--- src/rtl/dmem_arbiter_pkg.sv ---
// Shared types for the data-memory arbiter: the core/dmem handshake structs
// and the arbiter state encoding.
package dmem_arbiter_pkg;

  localparam int data_width_lp = 32;

  // Request travelling toward the data memory (a core's to_mem_o)
  typedef struct packed {
    logic [data_width_lp-1:0] write_data;
    logic                     valid;
    logic                     wen;
    logic                     byte_not_word;
    logic                     yumi;
  } mem_in_s;

  // Response travelling back from the data memory (a core's from_mem_i)
  typedef struct packed {
    logic [data_width_lp-1:0] read_data;
    logic                     valid;
    logic                     yumi;
  } mem_out_s;

  typedef enum logic [1:0] {
    ARB_IDLE,
    ARB_REQ,
    ARB_WAIT
  } arb_state_e;

endpackage

--- src/rtl/dmem_arbiter_if.sv ---
// Bundles the per-core ports, the single dmem port and the arbiter status
// outputs. The arbiter uses the slave modport; whoever drives cores and dmem
// uses the master modport.
interface dmem_arbiter_if #(
  parameter int num_ports_p  = 4,
  parameter int addr_width_p = 32
);
  import dmem_arbiter_pkg::*;

  mem_in_s  [num_ports_p-1:0]                    core_req_i;
  logic     [num_ports_p-1:0][addr_width_p-1:0]  core_addr_i;
  mem_out_s [num_ports_p-1:0]                    core_resp_o;
  mem_in_s                                       mem_req_o;
  logic     [addr_width_p-1:0]                   mem_addr_o;
  mem_out_s                                      mem_resp_i;
  logic     [num_ports_p-1:0]                    grant_o;
  logic                                          busy_o;
  logic                                          protocol_err_o;

  modport slave (
    input  core_req_i, core_addr_i, mem_resp_i,
    output core_resp_o, mem_req_o, mem_addr_o, grant_o, busy_o, protocol_err_o
  );

  modport master (
    output core_req_i, core_addr_i, mem_resp_i,
    input  core_resp_o, mem_req_o, mem_addr_o, grant_o, busy_o, protocol_err_o
  );

endinterface

--- src/rtl/dmem_arbiter_rr_picker.sv ---
// Round-robin picker: scans the request vector starting at the pointer and
// wrapping around, returning the first requester as one-hot and as an index.
module rr_picker #(
  parameter  int num_ports_p  = 4,
  localparam int ptr_width_lp = $clog2(num_ports_p)
) (
  input  logic [num_ports_p-1:0]  req,
  input  logic [ptr_width_lp-1:0] ptr,
  output logic [num_ports_p-1:0]  grant,
  output logic [ptr_width_lp-1:0] idx,
  output logic                    found
);

  // Walk offsets 0..N-1 from the pointer; the wrap uses an explicit compare
  // so non-power-of-two port counts never select a nonexistent port.
  always_comb begin
    logic [ptr_width_lp:0] cand;
    grant = '0;
    idx   = '0;
    found = 1'b0;
    cand  = '0;
    for (int off = 0; off < num_ports_p; off++) begin
      cand = {1'b0, ptr} + (ptr_width_lp+1)'(off);
      if (cand >= (ptr_width_lp+1)'(num_ports_p)) begin
        cand = cand - (ptr_width_lp+1)'(num_ports_p);
      end
      if (!found && req[cand[ptr_width_lp-1:0]]) begin
        found                          = 1'b1;
        grant[cand[ptr_width_lp-1:0]]  = 1'b1;
        idx                            = cand[ptr_width_lp-1:0];
      end
    end
  end

endmodule

--- src/rtl/dmem_arbiter.sv ---
// Shares one data-memory port among several cores. One access is in flight
// at a time; the owner is chosen round-robin and its request/address are
// muxed to dmem while the dmem response is steered back to it alone.
module dmem_arbiter
  import dmem_arbiter_pkg::*;
#(
  parameter int num_ports_p  = 4,
  parameter int addr_width_p = 32
) (
  input  logic            clk,
  input  logic            n_reset,
  dmem_arbiter_if.slave   bus
);

  localparam int ptr_width_lp = $clog2(num_ports_p);

  arb_state_e                state_r, state_n;
  logic [ptr_width_lp-1:0]   ptr_r, ptr_n;
  logic [num_ports_p-1:0]    grant_r, grant_n;
  logic [ptr_width_lp-1:0]   idx_r, idx_n;
  logic                      err_r, err_n;

  logic [num_ports_p-1:0]    req_valid;
  logic [num_ports_p-1:0]    pick_grant;
  logic [ptr_width_lp-1:0]   pick_idx;
  logic                      pick_found;

  mem_in_s                   sel_req;
  logic [addr_width_p-1:0]   sel_addr;
  logic                      complete;
  logic [ptr_width_lp-1:0]   ptr_after_owner;

  mem_in_s                   mem_req;
  logic [addr_width_p-1:0]   mem_addr;
  mem_out_s [num_ports_p-1:0] core_resp;

  // Collect each core's valid bit into a vector for the picker
  always_comb begin
    req_valid = '0;
    for (int k = 0; k < num_ports_p; k++) begin
      req_valid[k] = bus.core_req_i[k].valid;
    end
  end

  rr_picker #(.num_ports_p(num_ports_p)) picker (
    .req   (req_valid),
    .ptr   (ptr_r),
    .grant (pick_grant),
    .idx   (pick_idx),
    .found (pick_found)
  );

  assign sel_req  = bus.core_req_i[idx_r];
  assign sel_addr = bus.core_addr_i[idx_r];

  // An access finishes once dmem has data and the owning core consumes it
  assign complete = bus.mem_resp_i.valid & sel_req.yumi;

  // The next search starts just after the current owner, wrapping at the last port
  assign ptr_after_owner = (idx_r == ptr_width_lp'(num_ports_p - 1)) ? '0 : idx_r + 1'b1;

  // State, pointer, grant and sticky error registers with synchronous active-low reset
  always_ff @(posedge clk) begin
    if (!n_reset) begin
      state_r <= ARB_IDLE;
      ptr_r   <= '0;
      grant_r <= '0;
      idx_r   <= '0;
      err_r   <= 1'b0;
    end else begin
      state_r <= state_n;
      ptr_r   <= ptr_n;
      grant_r <= grant_n;
      idx_r   <= idx_n;
      err_r   <= err_n;
    end
  end

  // Next-state: arbitrate when idle, track dmem acceptance, release on completion or abandon
  always_comb begin
    state_n = state_r;
    ptr_n   = ptr_r;
    grant_n = grant_r;
    idx_n   = idx_r;
    err_n   = err_r;
    case (state_r)
      ARB_IDLE: begin
        if (bus.mem_resp_i.valid || bus.mem_resp_i.yumi) begin
          err_n = 1'b1;
        end
        if (pick_found) begin
          grant_n = pick_grant;
          idx_n   = pick_idx;
          state_n = ARB_REQ;
        end
      end
      ARB_REQ: begin
        if (complete) begin
          state_n = ARB_IDLE;
          grant_n = '0;
          ptr_n   = ptr_after_owner;
        end else if (!sel_req.valid) begin
          state_n = ARB_IDLE;
          grant_n = '0;
          ptr_n   = ptr_after_owner;
          err_n   = 1'b1;
        end else if (bus.mem_resp_i.yumi) begin
          state_n = ARB_WAIT;
        end
      end
      ARB_WAIT: begin
        if (complete) begin
          state_n = ARB_IDLE;
          grant_n = '0;
          ptr_n   = ptr_after_owner;
        end
      end
      default: begin
        state_n = ARB_IDLE;
        grant_n = '0;
      end
    endcase
  end

  // Datapath muxing: owner's request/address to dmem, dmem response to owner only
  always_comb begin
    mem_req   = '0;
    mem_addr  = '0;
    core_resp = '0;
    if (state_r != ARB_IDLE) begin
      mem_req      = sel_req;
      mem_req.yumi = sel_req.yumi & bus.mem_resp_i.valid;
      if (state_r == ARB_WAIT) begin
        mem_req.valid = 1'b0;
      end
      mem_addr = sel_addr;
      for (int k = 0; k < num_ports_p; k++) begin
        if (grant_r[k]) begin
          core_resp[k].read_data = bus.mem_resp_i.read_data;
          core_resp[k].valid     = bus.mem_resp_i.valid;
          core_resp[k].yumi      = (state_r == ARB_REQ) & bus.mem_resp_i.yumi;
        end
      end
    end
  end

  assign bus.mem_req_o      = mem_req;
  assign bus.mem_addr_o     = mem_addr;
  assign bus.core_resp_o    = core_resp;
  assign bus.grant_o        = grant_r;
  assign bus.busy_o         = (state_r != ARB_IDLE);
  assign bus.protocol_err_o = err_r;

endmodule

--- src/flat_wrapper.sv ---
// flat-port wrapper written by rule: the top's interface ports become plain ports
module dmem_arbiter_flat import dmem_arbiter_pkg::*;
#(
  parameter int num_ports_p  = 4,
  parameter int addr_width_p = 32
)
  (clk, n_reset, bus_core_req_i, bus_core_addr_i, bus_mem_resp_i, bus_core_resp_o, bus_mem_req_o, bus_mem_addr_o, bus_grant_o, bus_busy_o, bus_protocol_err_o);
  dmem_arbiter_if #(.num_ports_p(num_ports_p), .addr_width_p(addr_width_p)) bus_i ();
  input  logic clk;
  input  logic n_reset;
  input wire logic [$bits(bus_i.core_req_i)-1:0] bus_core_req_i;
  input wire logic [$bits(bus_i.core_addr_i)-1:0] bus_core_addr_i;
  input wire logic [$bits(bus_i.mem_resp_i)-1:0] bus_mem_resp_i;
  output wire logic [$bits(bus_i.core_resp_o)-1:0] bus_core_resp_o;
  output wire logic [$bits(bus_i.mem_req_o)-1:0] bus_mem_req_o;
  output wire logic [$bits(bus_i.mem_addr_o)-1:0] bus_mem_addr_o;
  output wire logic [$bits(bus_i.grant_o)-1:0] bus_grant_o;
  output wire logic [$bits(bus_i.busy_o)-1:0] bus_busy_o;
  output wire logic [$bits(bus_i.protocol_err_o)-1:0] bus_protocol_err_o;
  assign bus_i.core_req_i = bus_core_req_i;
  assign bus_i.core_addr_i = bus_core_addr_i;
  assign bus_i.mem_resp_i = bus_mem_resp_i;
  assign bus_core_resp_o = bus_i.core_resp_o;
  assign bus_mem_req_o = bus_i.mem_req_o;
  assign bus_mem_addr_o = bus_i.mem_addr_o;
  assign bus_grant_o = bus_i.grant_o;
  assign bus_busy_o = bus_i.busy_o;
  assign bus_protocol_err_o = bus_i.protocol_err_o;
  dmem_arbiter #(.num_ports_p(num_ports_p), .addr_width_p(addr_width_p)) u_core (.clk(clk), .n_reset(n_reset), .bus(bus_i));
endmodule
--- config.mk ---
export PLATFORM = sky130hd
export DESIGN_NAME = dmem_arbiter_flat
export DESIGN_NICKNAME = d
export VERILOG_FILES = /design/src/rtl/dmem_arbiter_pkg.sv /design/src/rtl/dmem_arbiter_if.sv /design/src/rtl/dmem_arbiter_rr_picker.sv /design/src/rtl/dmem_arbiter.sv /design/src/flat_wrapper.sv
export SDC_FILE = /design/constraint.sdc
export NUM_CORES = 1
export LEC_CHECK = 0
export ABC_AREA = 1
export BUFFER_PORTS_ARGS = -buffer_cell sky130_fd_sc_hd__buf_2
export CELL_PAD_IN_SITES_DETAIL_PLACEMENT = 0
export CELL_PAD_IN_SITES_GLOBAL_PLACEMENT = 2
export CORE_AREA = 4 4 199 201
export CTS_BUF_LIST = sky130_fd_sc_hd__clkbuf_4 sky130_fd_sc_hd__clkbuf_8
export CTS_CLUSTER_SIZE = 8
export DETAILED_ROUTE_END_ITERATION = 16
export DIE_AREA = 0 0 203 205
export GPL_TIMING_DRIVEN = 0
export PLACE_DENSITY_LB_ADDON = 0.1
export SLEW_MARGIN = 20
export SYNTH_ARGS = -nofsm -noshare
export SYNTH_HDL_FRONTEND = slang
export SYNTH_SLANG_ARGS = --single-unit
--- constraint.sdc ---
create_clock -name clk -period 2.43 [get_ports clk]
set_input_delay 0.243 -clock clk [delete_from_list [all_inputs] [get_ports clk]]
set_output_delay 0.243 -clock clk [all_outputs]
set_load 0.02 [all_outputs]
==> impl_metrics.yaml <==
power_and_ir_drop:
  leakagePower_nw: 4.36
  peakVddDrop_mv: 0.295
  switchingPower_mw: 4.37
  pwr-share-comb: 0.916
  p_int_mw: 2.20
  clkPwrFrac: 0.031
  p_per_area_nw_per_um2: 896
  swShare: 0.665
  finalPower_mw: 6.57
  p_seq_frac: 0.054
route:
  ant_nets: 0
  drt-total-wl_mm: 35.7
  first_pass_iters: 5
  dr.first_iter.drc_count: 378
  drc_errors: 0
  wl_per_cell_um: 18.7
  num_vias: 7289
  viasPerCell: 3.81
grt:
  antenna_found_initial: 12
  grt_start_max_net_pins: 12
  grt_pass1_vias: 7583
  grt.total_usage: 0.159
  grt_pass1_wl_mm: 50.3
  grt_overflow: 0
yosys:
  yosys.area.top_type_share: 0.387
  ys_top_cells_by_count: "nor2_1 (410), o21ai_0 (133), a21oi_1 (70)"
  synth-edff-count: 0
  synth_area_sq_um: 3980
  syn_nets: 1193
  ys.warnings.count: 0
  ys_ff_latch: 11
  yosys-top-cells-area: "nor2_1 (39%), o21ai_0 (17%), a21oi_1 (8.8%)"
  yosysMostFrequentCell: "nor2_1"
  synth_cell_types: 27
  yosys_most_used_dff: "dfxtp_1"
  ys_async_sr_fraction: 0
  synthCells: 874
  yosysSeqAreaShare: 0.0553
  syn-mean-instance-area_sq_um: 4.56
  synth_area_leader_cell: "nor2_1"
worst_setup_path:
  reg2reg_setup_slack_ns: 0.33
  crit_fanout: 10
  cpMostUsedCell: "buf_2"
  r2r-end: "u_core.bus.grant_o[3]"
  cp_slowest_cell: "buf_1"
  startpoint: "u_core.idx_r[1]"
  critical_path.max_stage_delay_ns: 0.44
  rr_worst_depth: 11
  critPathRequiredTime_ns: 2.19
  worst-setup-path-type: "flop to output port"
  path_cells: "inv_2, buf_2, buf_1, nor2_1, o21ai_0, a21oi_1, buf_2"
  cp-end-kind: "output port"
  path_buf_inv: 4
  arrival_ns: 2.02
  r2r-start: "u_core.ptr_r[1]"
  cp_top_family: "buffers and inverters"
  cp-start-kind: "flop"
clock_network:
  cts_root_buf: "clkbuf_8"
  cts_tree: "done"
  insertion_delay_ns: 0.24
  numCtsBuffers: 3
  clk_path_buf_depth: 2
  cts_setup_buffers: 0
  clock_sinks: 11
  clkSlewWorstSetupHoldPaths_ns: 0.05
  htreeDepth: 1
sta:
  grt_setup_unrepaired: "no"
  layout_setup_ws_ns: 0.165
  tightest_slew_ns: 0.664
  drv_slew: 0
  min_period_ns: 2.26
  setup_viol: 0
  relSlewSlack: 0.557
  whs_ns: 0.269
  hold_viol: 0
  fin_skew_ns: 0.00167
  max_freq_mhz: 442
  final.period_utilization: 0.932
  finalSetupTns_ns: 0
placement:
  dp_hpwl_mm: 30.6
  placed_cell_area_sq_um: 7210
  placement.io_buffers: 517
  dp_cells: 1902
  dp_slack_ns: 0.0503
  place.gp.congestion: 0.790
cells_and_area:
  finalNonFillerCells: 1912
  nets: 1714
  layout-area-overhead-vs-synth_pct: 84.1
  fillCellCount: 4671
  postLayoutCoreUtil: 0.195
  drive_above_1_share: 0.421
  stdcell_area_sq_um: 7330
floorplanning:
  dieArea_sq_um: 41600
  start_util: 0.106
  num_io_pins: 518
  die_y_um: 205
  dieWidth_um: 203
  rows: 71
  core_area_sq_um: 37600
status:
  status: "completed"
worst_hold_path:
  holdPathStages: 2
  min_to: "u_core.bus.protocol_err_o"
  hp-start: "n_reset"
  min_path_type: "input pin to flop"
run:
  drv_cap: 0
==> what timing repair did <==
| action | 4_1_cts | 5_1_grt |
|---|---|---|
| gates cloned | 0 | 0 |
| pin swaps | 0 | 0 |
| endpoints found under the setup margin | 186 | 142 |
| hold buffers | 0 | 0 |
| resized for setup | 19 | 21 |
==> registers in the layout, indices dropped and copies added (netlist names) <==
name	flops
u_core.bus.grant_o	4
u_core.idx_r	2
u_core.ptr_r	2
u_core.state_r	2
u_core.bus.protocol_err_o	1
==> final cells by class <==
type	count	area, sq um	area share
Buffer	65	307	0.0418
Sequential cell	11	223	0.0304
Antenna cell	7	17.5	0.00239
Clock buffer	4	48.8	0.00666
Inverter	57	214	0.0292
Tap cell	511	639	0.0872
Multi-Input combinational cell	740	3290	0.449
Timing Repair Buffer	517	2590	0.353
==> metal layers <==
| layer | global-route usage | routed length, um | part of all wire |
|---|---|---|---|
| met1 | 0.183 | 14100 | 0.39 |
| met2 | 0.311 | 19300 | 0.54 |
| met3 | 0.0355 | 2110 | 0.059 |
| met4 | 0.0114 | 81 | 0.0023 |
| met5 | 0 | 57 | 0.0016 |
==> worst max-delay path by stage <==
stage | end | depth (start not counted)
6_report | bus_mem_req_o[28] | 7
2_1_floorplan | u_core.idx_r[1] | 13
5_1_grt | bus_mem_req_o[28] | 7
4_1_cts | bus_core_resp_o[51] | 8
3_5_place_dp | bus_mem_req_o[23] | 7
3_3_place_gp | bus_mem_req_o[23] | 7
==> kinds of logic after synthesis <==
group,after synthesis,synth area share
compound gates,214,0.274
fa+ha+maj,11,0.0346
simple gates,515,0.515
flops,11,0.0553
buf+inv,123,0.121
==> power by group through the flow <==
stage	combinational [mW]	clock, mW	sequential, mW
after floorplan	3.76	0	0.358
after global placement	6.17	0	0.340
after detailed placement	6.13	0	0.338
after CTS	6.15	0.210	0.350
after global routing	6.74	0.220	0.373
final	6.01	0.201	0.353
==> cell usage in the layout (no fill, tap or decap), drive strengths merged, types with 7 or more instances in the layout <==
master  instances
clkbuf         40
o21ai         136
inv            57
buf           546
nor2          414
dfxtp          11
diode           7
nand2          70
ha             11
nand3          26
a21oi          71
No activity file was read; power rests on OpenSTA's default activity.
